## config.mk

```make
export PLATFORM = sky130hd
export DESIGN_NAME = ascii_seq_gen
export DESIGN_NICKNAME = d
export VERILOG_FILES = /design/src/rtl/uart_pkg.sv /design/src/rtl/ascii_seq_next.sv /design/src/rtl/ascii_seq_gen.sv
export SDC_FILE = /design/constraint.sdc
export NUM_CORES = 1
export LEC_CHECK = 0
export ABC_AREA = 1
export CAP_MARGIN = 40
export CORE_ASPECT_RATIO = 1.25
export CORE_UTILIZATION = 64
export DETAILED_ROUTE_END_ITERATION = 16
export DONT_BUFFER_PORTS = 1
export PLACE_DENSITY = 0.86
export SLEW_MARGIN = 40
export SYNTH_ARGS = -nofsm -noshare
export SYNTH_HDL_FRONTEND = slang
export SYNTH_SLANG_ARGS = --single-unit
```

## constraint.sdc

```tcl
create_clock -name clk -period 4 [get_ports clk]
set_clock_uncertainty 0.2 [all_clocks]
set_input_delay 0.4 -clock clk [delete_from_list [all_inputs] [get_ports clk]]
set_output_delay 0.4 -clock clk [all_outputs]
set_load 0.02 [all_outputs]
```

## src/rtl/uart_pkg.sv

```systemverilog
// Shared definitions for the ASCII sequencer: control characters,
// mode encodings, FSM states and the CR/LF phase flag.
package uart_pkg;

    localparam logic [7:0] CR = 8'h0D;
    localparam logic [7:0] LF = 8'h0A;

    localparam logic [1:0] MODE_UP       = 2'b00;
    localparam logic [1:0] MODE_DOWN     = 2'b01;
    localparam logic [1:0] MODE_PINGPONG = 2'b10;
    localparam logic [1:0] MODE_REPEAT   = 2'b11;

    typedef enum logic [2:0] {
        ST_IDLE,
        ST_SEND,
        ST_WAIT_BUSY,
        ST_WAIT_DONE,
        ST_GAP
    } state_t;

    // Which part of the CR/LF tail the current word belongs to.
    typedef enum logic [1:0] {
        PH_NONE = 2'd0,
        PH_CR   = 2'd1,
        PH_LF   = 2'd2
    } phase_t;

endpackage

```

## src/rtl/ascii_seq_next.sv

```systemverilog
// Next-word logic for the ASCII sequencer.
// Ports: word/dir/phase/mode_q in; next_word/dir/phase and next_wrap out.
module ascii_seq_next
    import uart_pkg::*;
#(
    parameter int               WIDTH   = 8,
    parameter logic [WIDTH-1:0] FIRST   = 8'd97,
    parameter logic [WIDTH-1:0] LAST    = 8'd122,
    parameter bit               NEWLINE = 1'b1
) (
    input  logic [WIDTH-1:0] word,
    input  logic             dir,
    input  phase_t           phase,
    input  logic [1:0]       mode_q,
    output logic [WIDTH-1:0] next_word,
    output logic             next_dir,
    output phase_t           next_phase,
    output logic             next_wrap
);

    localparam logic [WIDTH-1:0] ONE  = 1;
    localparam logic [WIDTH-1:0] CR_W = WIDTH'(CR);
    localparam logic [WIDTH-1:0] LF_W = WIDTH'(LF);

    logic [WIDTH-1:0] inc;
    logic [WIDTH-1:0] dec;

    assign inc = word + ONE;
    assign dec = word - ONE;

    // dir: 1 = counting up. Only ping-pong looks at it.
    always_comb begin
        next_word  = word;
        next_dir   = dir;
        next_phase = PH_NONE;
        next_wrap  = 1'b0;
        if (phase == PH_CR) begin
            next_word  = LF_W;
            next_phase = PH_LF;
        end else if (phase == PH_LF) begin
            unique case (mode_q)
                MODE_DOWN: begin
                    next_word = LAST;
                    next_wrap = 1'b1;
                end
                MODE_PINGPONG: begin
                    next_word = FIRST + ONE;
                    next_dir  = 1'b1;
                end
                MODE_UP, MODE_REPEAT: begin
                    next_word = FIRST;
                    next_wrap = 1'b1;
                end
            endcase
        end else begin
            unique case (mode_q)
                MODE_UP: begin
                    if (word != LAST) begin
                        next_word = inc;
                    end else if (NEWLINE) begin
                        next_word  = CR_W;
                        next_phase = PH_CR;
                    end else begin
                        next_word = FIRST;
                        next_wrap = 1'b1;
                    end
                end
                MODE_DOWN: begin
                    if (word != FIRST) begin
                        next_word = dec;
                    end else if (NEWLINE) begin
                        next_word  = CR_W;
                        next_phase = PH_CR;
                    end else begin
                        next_word = LAST;
                        next_wrap = 1'b1;
                    end
                end
                MODE_PINGPONG: begin
                    if (dir) begin
                        if (word == LAST) begin
                            next_word = dec;
                            next_dir  = 1'b0;
                            next_wrap = (dec == FIRST);
                        end else begin
                            next_word = inc;
                        end
                    end else if (word != FIRST) begin
                        next_word = dec;
                        next_wrap = (dec == FIRST);
                    end else if (NEWLINE) begin
                        // Bottom turn: CR/LF, then resume at FIRST+1.
                        next_word  = CR_W;
                        next_phase = PH_CR;
                    end else begin
                        next_word = inc;
                        next_dir  = 1'b1;
                    end
                end
                MODE_REPEAT: begin
                    next_word = word;
                end
            endcase
        end
    end

endmodule

```

## src/rtl/ascii_seq_gen.sv

```systemverilog
// ASCII character sequencer paced by a UART busy flag.
// Ports: clk, rst, enable, mode, tx_busy in; word, start, wrap, active out.
module ascii_seq_gen
    import uart_pkg::*;
#(
    parameter int               WIDTH        = 8,
    parameter logic [WIDTH-1:0] FIRST        = 8'd97,
    parameter logic [WIDTH-1:0] LAST         = 8'd122,
    parameter bit               NEWLINE      = 1'b1,
    parameter int               GAP_CYCLES   = 0,
    parameter int               BUSY_TIMEOUT = 4
) (
    input  logic             clk,
    input  logic             rst,
    input  logic             enable,
    input  logic [1:0]       mode,
    input  logic             tx_busy,
    output logic [WIDTH-1:0] word,
    output logic             start,
    output logic             wrap,
    output logic             active
);

    localparam int GW = (GAP_CYCLES > 1) ? $clog2(GAP_CYCLES) : 1;
    localparam int TW = (BUSY_TIMEOUT > 1) ? $clog2(BUSY_TIMEOUT) : 1;
    localparam logic [GW-1:0] GAP_LAST =
        GW'((GAP_CYCLES > 0) ? GAP_CYCLES - 1 : 0);
    localparam logic [TW-1:0] TO_LAST =
        TW'((BUSY_TIMEOUT > 0) ? BUSY_TIMEOUT - 1 : 0);
    localparam logic [GW-1:0] G_ONE = 1;
    localparam logic [TW-1:0] T_ONE = 1;

    state_t           state;
    state_t           state_nx;
    logic [1:0]       mode_q;
    logic             dir;
    phase_t           phase;
    logic             wrap_q;
    logic [GW-1:0]    gap_cnt;
    logic [TW-1:0]    to_cnt;
    logic             gap_done;
    logic             advance;
    logic [WIDTH-1:0] nx_word;
    logic             nx_dir;
    phase_t           nx_phase;
    logic             nx_wrap;

    ascii_seq_next #(
        .WIDTH   (WIDTH),
        .FIRST   (FIRST),
        .LAST    (LAST),
        .NEWLINE (NEWLINE)
    ) u_next (
        .word       (word),
        .dir        (dir),
        .phase      (phase),
        .mode_q     (mode_q),
        .next_word  (nx_word),
        .next_dir   (nx_dir),
        .next_phase (nx_phase),
        .next_wrap  (nx_wrap)
    );

    // With no gap configured a GAP visit (after a timeout) lasts one cycle.
    assign gap_done = (GAP_CYCLES == 0) || (gap_cnt == GAP_LAST);
    assign advance  = ((state == ST_WAIT_DONE) && !tx_busy && (GAP_CYCLES == 0))
                   || ((state == ST_GAP) && gap_done);

    always_ff @(posedge clk) begin
        if (rst) begin
            state <= ST_IDLE;
        end else begin
            state <= state_nx;
        end
    end

    always_comb begin
        state_nx = state;
        unique case (state)
            ST_IDLE: begin
                if (enable) state_nx = ST_SEND;
            end
            ST_SEND: begin
                state_nx = ST_WAIT_BUSY;
            end
            ST_WAIT_BUSY: begin
                if (tx_busy) begin
                    state_nx = ST_WAIT_DONE;
                end else if (to_cnt == TO_LAST) begin
                    state_nx = ST_GAP;
                end
            end
            ST_WAIT_DONE: begin
                if (!tx_busy) begin
                    if (advance) begin
                        state_nx = enable ? ST_SEND : ST_IDLE;
                    end else begin
                        state_nx = ST_GAP;
                    end
                end
            end
            ST_GAP: begin
                if (advance) state_nx = enable ? ST_SEND : ST_IDLE;
            end
            default: begin
                state_nx = ST_IDLE;
            end
        endcase
    end

    always_comb begin
        start  = (state == ST_SEND);
        wrap   = (state == ST_SEND) && wrap_q;
        active = (state != ST_IDLE);
    end

    always_ff @(posedge clk) begin
        if (rst) begin
            word    <= FIRST;
            dir     <= 1'b1;
            phase   <= PH_NONE;
            mode_q  <= MODE_UP;
            wrap_q  <= 1'b0;
            gap_cnt <= '0;
            to_cnt  <= '0;
        end else begin
            if ((state == ST_IDLE) && enable) begin
                mode_q <= mode;
                word   <= (mode == MODE_DOWN) ? LAST : FIRST;
                dir    <= (mode != MODE_DOWN);
                phase  <= PH_NONE;
                wrap_q <= 1'b1;
            end else if (advance && enable) begin
                word   <= nx_word;
                dir    <= nx_dir;
                phase  <= nx_phase;
                wrap_q <= nx_wrap;
            end
            to_cnt  <= (state == ST_WAIT_BUSY) ? to_cnt + T_ONE : '0;
            gap_cnt <= (state == ST_GAP) ? gap_cnt + G_ONE : '0;
        end
    end

endmodule

```

# Word-level counts from Yosys, hierarchy flattened
# Cells that the tools add are included.
[classes]
addsub = 3
mul = 0
div_mod_pow = 0
magnitude_cmp = 0
eq_ne = 22
n_shift = 0
n_mux = 42
bitwise_logic = 1
reduce_logical = 18
[ops]
columns = ["operator", "count"]
rows = [
  ["$mux W8", 8],
  ["$pmux W8 S3", 2],
  ["$mux W1", 21],
  ["$mux W3", 6],
  ["$eq A8 B7 Y1 const B", 2],
  ["$ne A8 B7 Y1 const B", 2],
  ["$pmux W3 S5", 1],
  ["$add A8 B1 Y8 const B", 1],
  ["$eq A2 B2 Y1 const B", 4],
  ["$ne A2 B2 Y1 const B", 4],
  ["$sub A8 B1 Y8 const B", 1],
  ["$eq A2 B1 Y1 const B", 3],
  ["$eq A3 B2 Y1 const B", 2],
  ["$pmux W2 S3", 1],
  ["$reduce_or A2 Y1", 3],
  ["$mux W5", 1],
  ["$logic_and A1 B1 Y1", 4],
  ["$mux W2", 2],
  ["$ne A4 B2 Y1 const B", 1],
  ["$reduce_and A4 Y1", 1],
  ["$reduce_bool A2 Y1", 2],
  ["$eq A3 B1 Y1 const B", 1],
  ["$eq A3 B3 Y1 const B", 1],
  ["$logic_not A3 Y1", 1],
  ["other kinds (11)", 11],
]
[totals]
regBits = 19
latchBits = 0
ramBits = 0
mem_bits_ro = 0
out_inout_bits = 11
n_memories = 0

# Logic depth before layout (Yosys ltp)
[depth]
word_depth = 9
ltp_mapped = 14
mapped_depth_nobuf = 14

# Cells and area by module
# From an unflattened synthesis, not the netlist that was laid out.
[hier_totals]
hier_cells = 310
area_unflattened_um2 = 1903.1
[modules_own_cells]
columns = ["module", "instances", "cells_per_inst", "area_per_inst_um2", "seq_area_each_um2"]
rows = [
  ["ascii_seq_next", 1, 196, 1052.3, 0.0],
  ["ascii_seq_gen", 1, 114, 850.8, 380.4],
]

# Worst setup path before layout
# Ideal clock, no wire load.
[synth_path]
path_kind = "reg2out"
startpoint = "register state[0]"
endpoint = "output port wrap"
t_arrival_ns = 1.334
path_slack_ns = 2.066
stages_incl_launch_ff = 5
path_cell_list = "dfxtp_1 > inv_1 > nor3_1 > inv_1 > nor2_1"
[synth_between]
elab_chain_cells = 2
[synth_rtl]
columns = ["element", "line", "text"]
rows = [
  ["start: declaration", "ascii_seq_gen.sv:33", "state_t state;"],
  ["start signal: assignment", "ascii_seq_gen.sv:73", "state <= state_nx;"],
  ["$eq A3 B1 Y1", "--", ""],
  ["named net start", "ascii_seq_gen.sv:19", "output logic start,"],
  ["$logic_and A1 B1 Y1", "ascii_seq_gen.sv:113", "wrap = (state == ST_SEND) && wrap_q;"],
  ["end: declaration", "ascii_seq_gen.sv:20", "output logic wrap,"],
]
# The timed path passes the listed nets, and every way through them passes these cells.

# Worst setup path after layout
# Ends and elaborated chain as after synthesis.

==> reports/qor.yml <==
place:
  port_buffers: 0
  place_ws_ns: 1.79
  hpwl_um: 3220
  place_congestion: 1.02
pwr:
  switchingPower_uw: 620
  vdd_drop_max_mv: 0.344
  p_int_uw: 497
  clkPwrFrac_pct: 8.8
  pwr-share-seq_pct: 30.4
  leakagePower_uw: 0.000855
  power_density_mw_per_mm2: 653
  pwr-share-comb_pct: 60.7
  switching_share_pct: 55.5
synth:
  syn_area_mm2: 0.00166
  syn_inst: 260
  synth.distinct_cells: 32
  yosysWarningCount: 0
  syn_nets: 277
  yosysSeqAreaShare_pct: 22.9
  synth-seq-cells: 19
  syn_avg_cell_area_um2: 6.38
route:
  wl_per_cell_um: 14.1
  drcViolationCount: 0
  ant_nets: 0
  vias: 1646
  drt_iter0_markers: 85
  routed_wl_um: 4140
  viasPerCell: 5.60
  drt_pass1_iterations: 6
clock_network:
  cts.htree.levels: 1
  clk_pin_slew_ns: 0.11
  clockBufferDepth: 2
  cts_tree: "built"
  cts_inserted_buffers: 3
  cts_num_sinks: 19
  cts_setup_buffers: 0
  clock_latency_ns: 0.29
  cts-root-buf: "clkbuf_4"
  ctsResizeCount: 0
layout:
  final_cell_mix: "63 x nand2_1, 42 x inv_1, 25 x nor2_1"
  finalNetCount: 279
  seq_area_um2: 380
  drive_gt1_share_pct: 11.1
  synthToLayoutAreaGrowth_pct: 3.17
  n_antenna_cell: 0
  fill_cells: 223
  final_common_cell: "nand2_1"
  multiInputGateArea_mm2: 0.00107
floorplan:
  initial_core_util_pct: 67.7
  rows: 20
  die-height_um: 58.9
  chipWidth_um: 47.5
  pin_count: 17
  fp.coreArea_mm2: 0.00245
  die_area_mm2: 0.00280
outcome:
  status: "completed"
timing:
  tightest_slew_ns: 0.726
  tns_ns: 0
  hold_violations: 0
  fin_crit_ns: 2.40
  fin_crit_sh_pct: 59.9
  fmax_mhz: 418
  finalSetupViolations: 0
  rsz0062_at_grt: "false"
  max_slew_margin_pct: 51.2
  maxSlewViolCount: 0
  finalWorstSetupSlack_ns: 1.60
setup_path:
  path_class: "reg -> out"
  cp_data_arrival_time_ns: 1.80
  critPathCaptureType: "output port"
  critPathMaxFanout: 3
  cp_common_cell: "inv_1"
  path_cells: "inv_1 > nor3_1 > inv_1 > nor2_1"
  cpPeakStageDelay_ns: 0.56
  slowest_stage: "nor3_1"
  critPathLaunchType: "flip-flop"
  worstPathRequired_ns: 3.40
global_route:
  grt_pass1_wl_um: 6560
  grt_use_total_pct: 32.9
  grt-ovfl-total: 0
  grt_max_degree: 11
  antenna_found_initial: 0
  grt_pass1_vias: 1509
min_path:
  hold_path.class: "in -> reg"
flow_run:
  max-cap-violations: 0
[power groups by stage]
stage                     Clock, uW  Sequential, uW  Combinational (uW)
after floorplan                   0             319                 556
after CTS                       100             338                 667
after global routing            109             347                 758
after detailed placement          0             343                 660
final                          98.8             340                 679
after global placement            0             342                 662
[per-stage QoR]
step	total power [uW]	hold slack, ns	std cells	cell area (um2)	util (%)
floorplan	875	0.197	260	1660	-
global placement	1000	0.213	288	1670	67.9
CTS	1110	0.00451	293	1700	69.4
finish	1120	0.00719	294	1710	69.8
detailed placement	1000	0.235	288	1670	67.9
global route	1210	0.00603	294	1710	69.8
[worst paths after layout]
path,from,endpoint,slack [ns],cells after the start
worst max-delay path,state[0]$_SDFFE_PP0P_,wrap,1.60,4
worst min-delay path,rst,dir$_SDFFE_PP1P_,0.007,2
worst max register to register,word[0]$_SDFFE_PP1P_,word[1]$_SDFFE_PP0P_,1.73,13
worst min register to register,to_cnt[0]$_SDFF_PP0_,to_cnt[0]$_SDFF_PP0_,0.24,1
[cell type report]
| class | count | share of cell area, % |
|---|---|---|
| clock buffers | 4 | 1.54 |
| inverters | 45 | 9.87 |
| multi-input cells | 191 | 62.8 |
| flip-flops and latches | 19 | 22.2 |
| well taps | 33 | 2.41 |
| repair buffers | 2 | 1.17 |
[critical path, delay by kind of cell (launching register included)]
| kind | cells | cell delay [ns] |
|---|---|---|
| simple gates | 2 | 0.90 |
| buf+inv | 2 | 0.21 |
| flops | 1 | 0.38 |
[cells by family (layout without fill, tap and decap cells)]
group / count (synthesis) / after routing / share of synthesized area [%]
AO/OA/AOI/OAI: 39 / 39 / 14.7
XOR/XNOR: 9 / 9 / 4.75
AND/OR/NAND/NOR: 132 / 132 / 37.0
adder cells (fa/ha/maj): 11 / 11 / 8.30
buffers and inverters: 50 / 51 / 12.3
flip-flops: 19 / 19 / 22.9
[flip-flops by register name (all words and copies together), names as in the netlist]
signal,cells
to_cnt,2
word,8
dir,1
state,3
wrap_q,1
phase,2
mode_q,2
[cell usage after synthesis]
| cell type | n | area [um2] |
|---|---|---|
| clkbuf_1 | 1 | 3.75 |
| buf_4 | 2 | 15.0 |
| nand3_1 | 20 | 100 |
| o21ai_0 | 11 | 55.1 |
| nor2_4 | 1 | 11.3 |
| a21bo_2 | 1 | 10.0 |
| nand3_2 | 2 | 20.0 |
| o31ai_4 | 1 | 21.3 |
| nor2_1 | 25 | 93.8 |
| nand2_4 | 2 | 22.5 |
| o21ai_1 | 1 | 5.00 |
| a21oi_2 | 1 | 8.76 |
| a41oi_1 | 1 | 8.76 |
| a211oi_1 | 1 | 7.51 |
| dfxtp_1 | 19 | 380 |
| o211ai_1 | 3 | 22.5 |
| buf_2 | 1 | 5.00 |
| a21oi_1 | 16 | 80.1 |
| nand2_1 | 63 | 236 |
| nor3_1 | 2 | 10.0 |
| ha_1 | 11 | 138 |
| nor2_8 | 1 | 20.0 |
| a32o_1 | 1 | 10.0 |
| nand2_2 | 6 | 37.5 |
| nor2_2 | 7 | 43.8 |
| o22ai_1 | 1 | 6.26 |
| buf_6 | 1 | 11.3 |
| nand4_1 | 3 | 18.8 |
| inv_2 | 3 | 11.3 |
| xor2_1 | 9 | 78.8 |
| o21ai_2 | 1 | 8.76 |
| inv_1 | 42 | 158 |
[layer usage]
metal  part of all wire [%]  wire, um  GRT usage, %  up-vias
met5                      0         0             0        -
met3                    7.0       288          7.36       22
met2                     49      2030          52.6       74
met4                    5.3       221          20.2        0
li1                       -         -             -      827
met1                     39      1600          38.2      723
[timing repair]
action | CTS | global route
endpoints found under the setup margin | 0 | 0
endpoints found under the hold margin | 7 | 1
hold buffers | 1 | 1
Power figures use the tool's default switching activity.
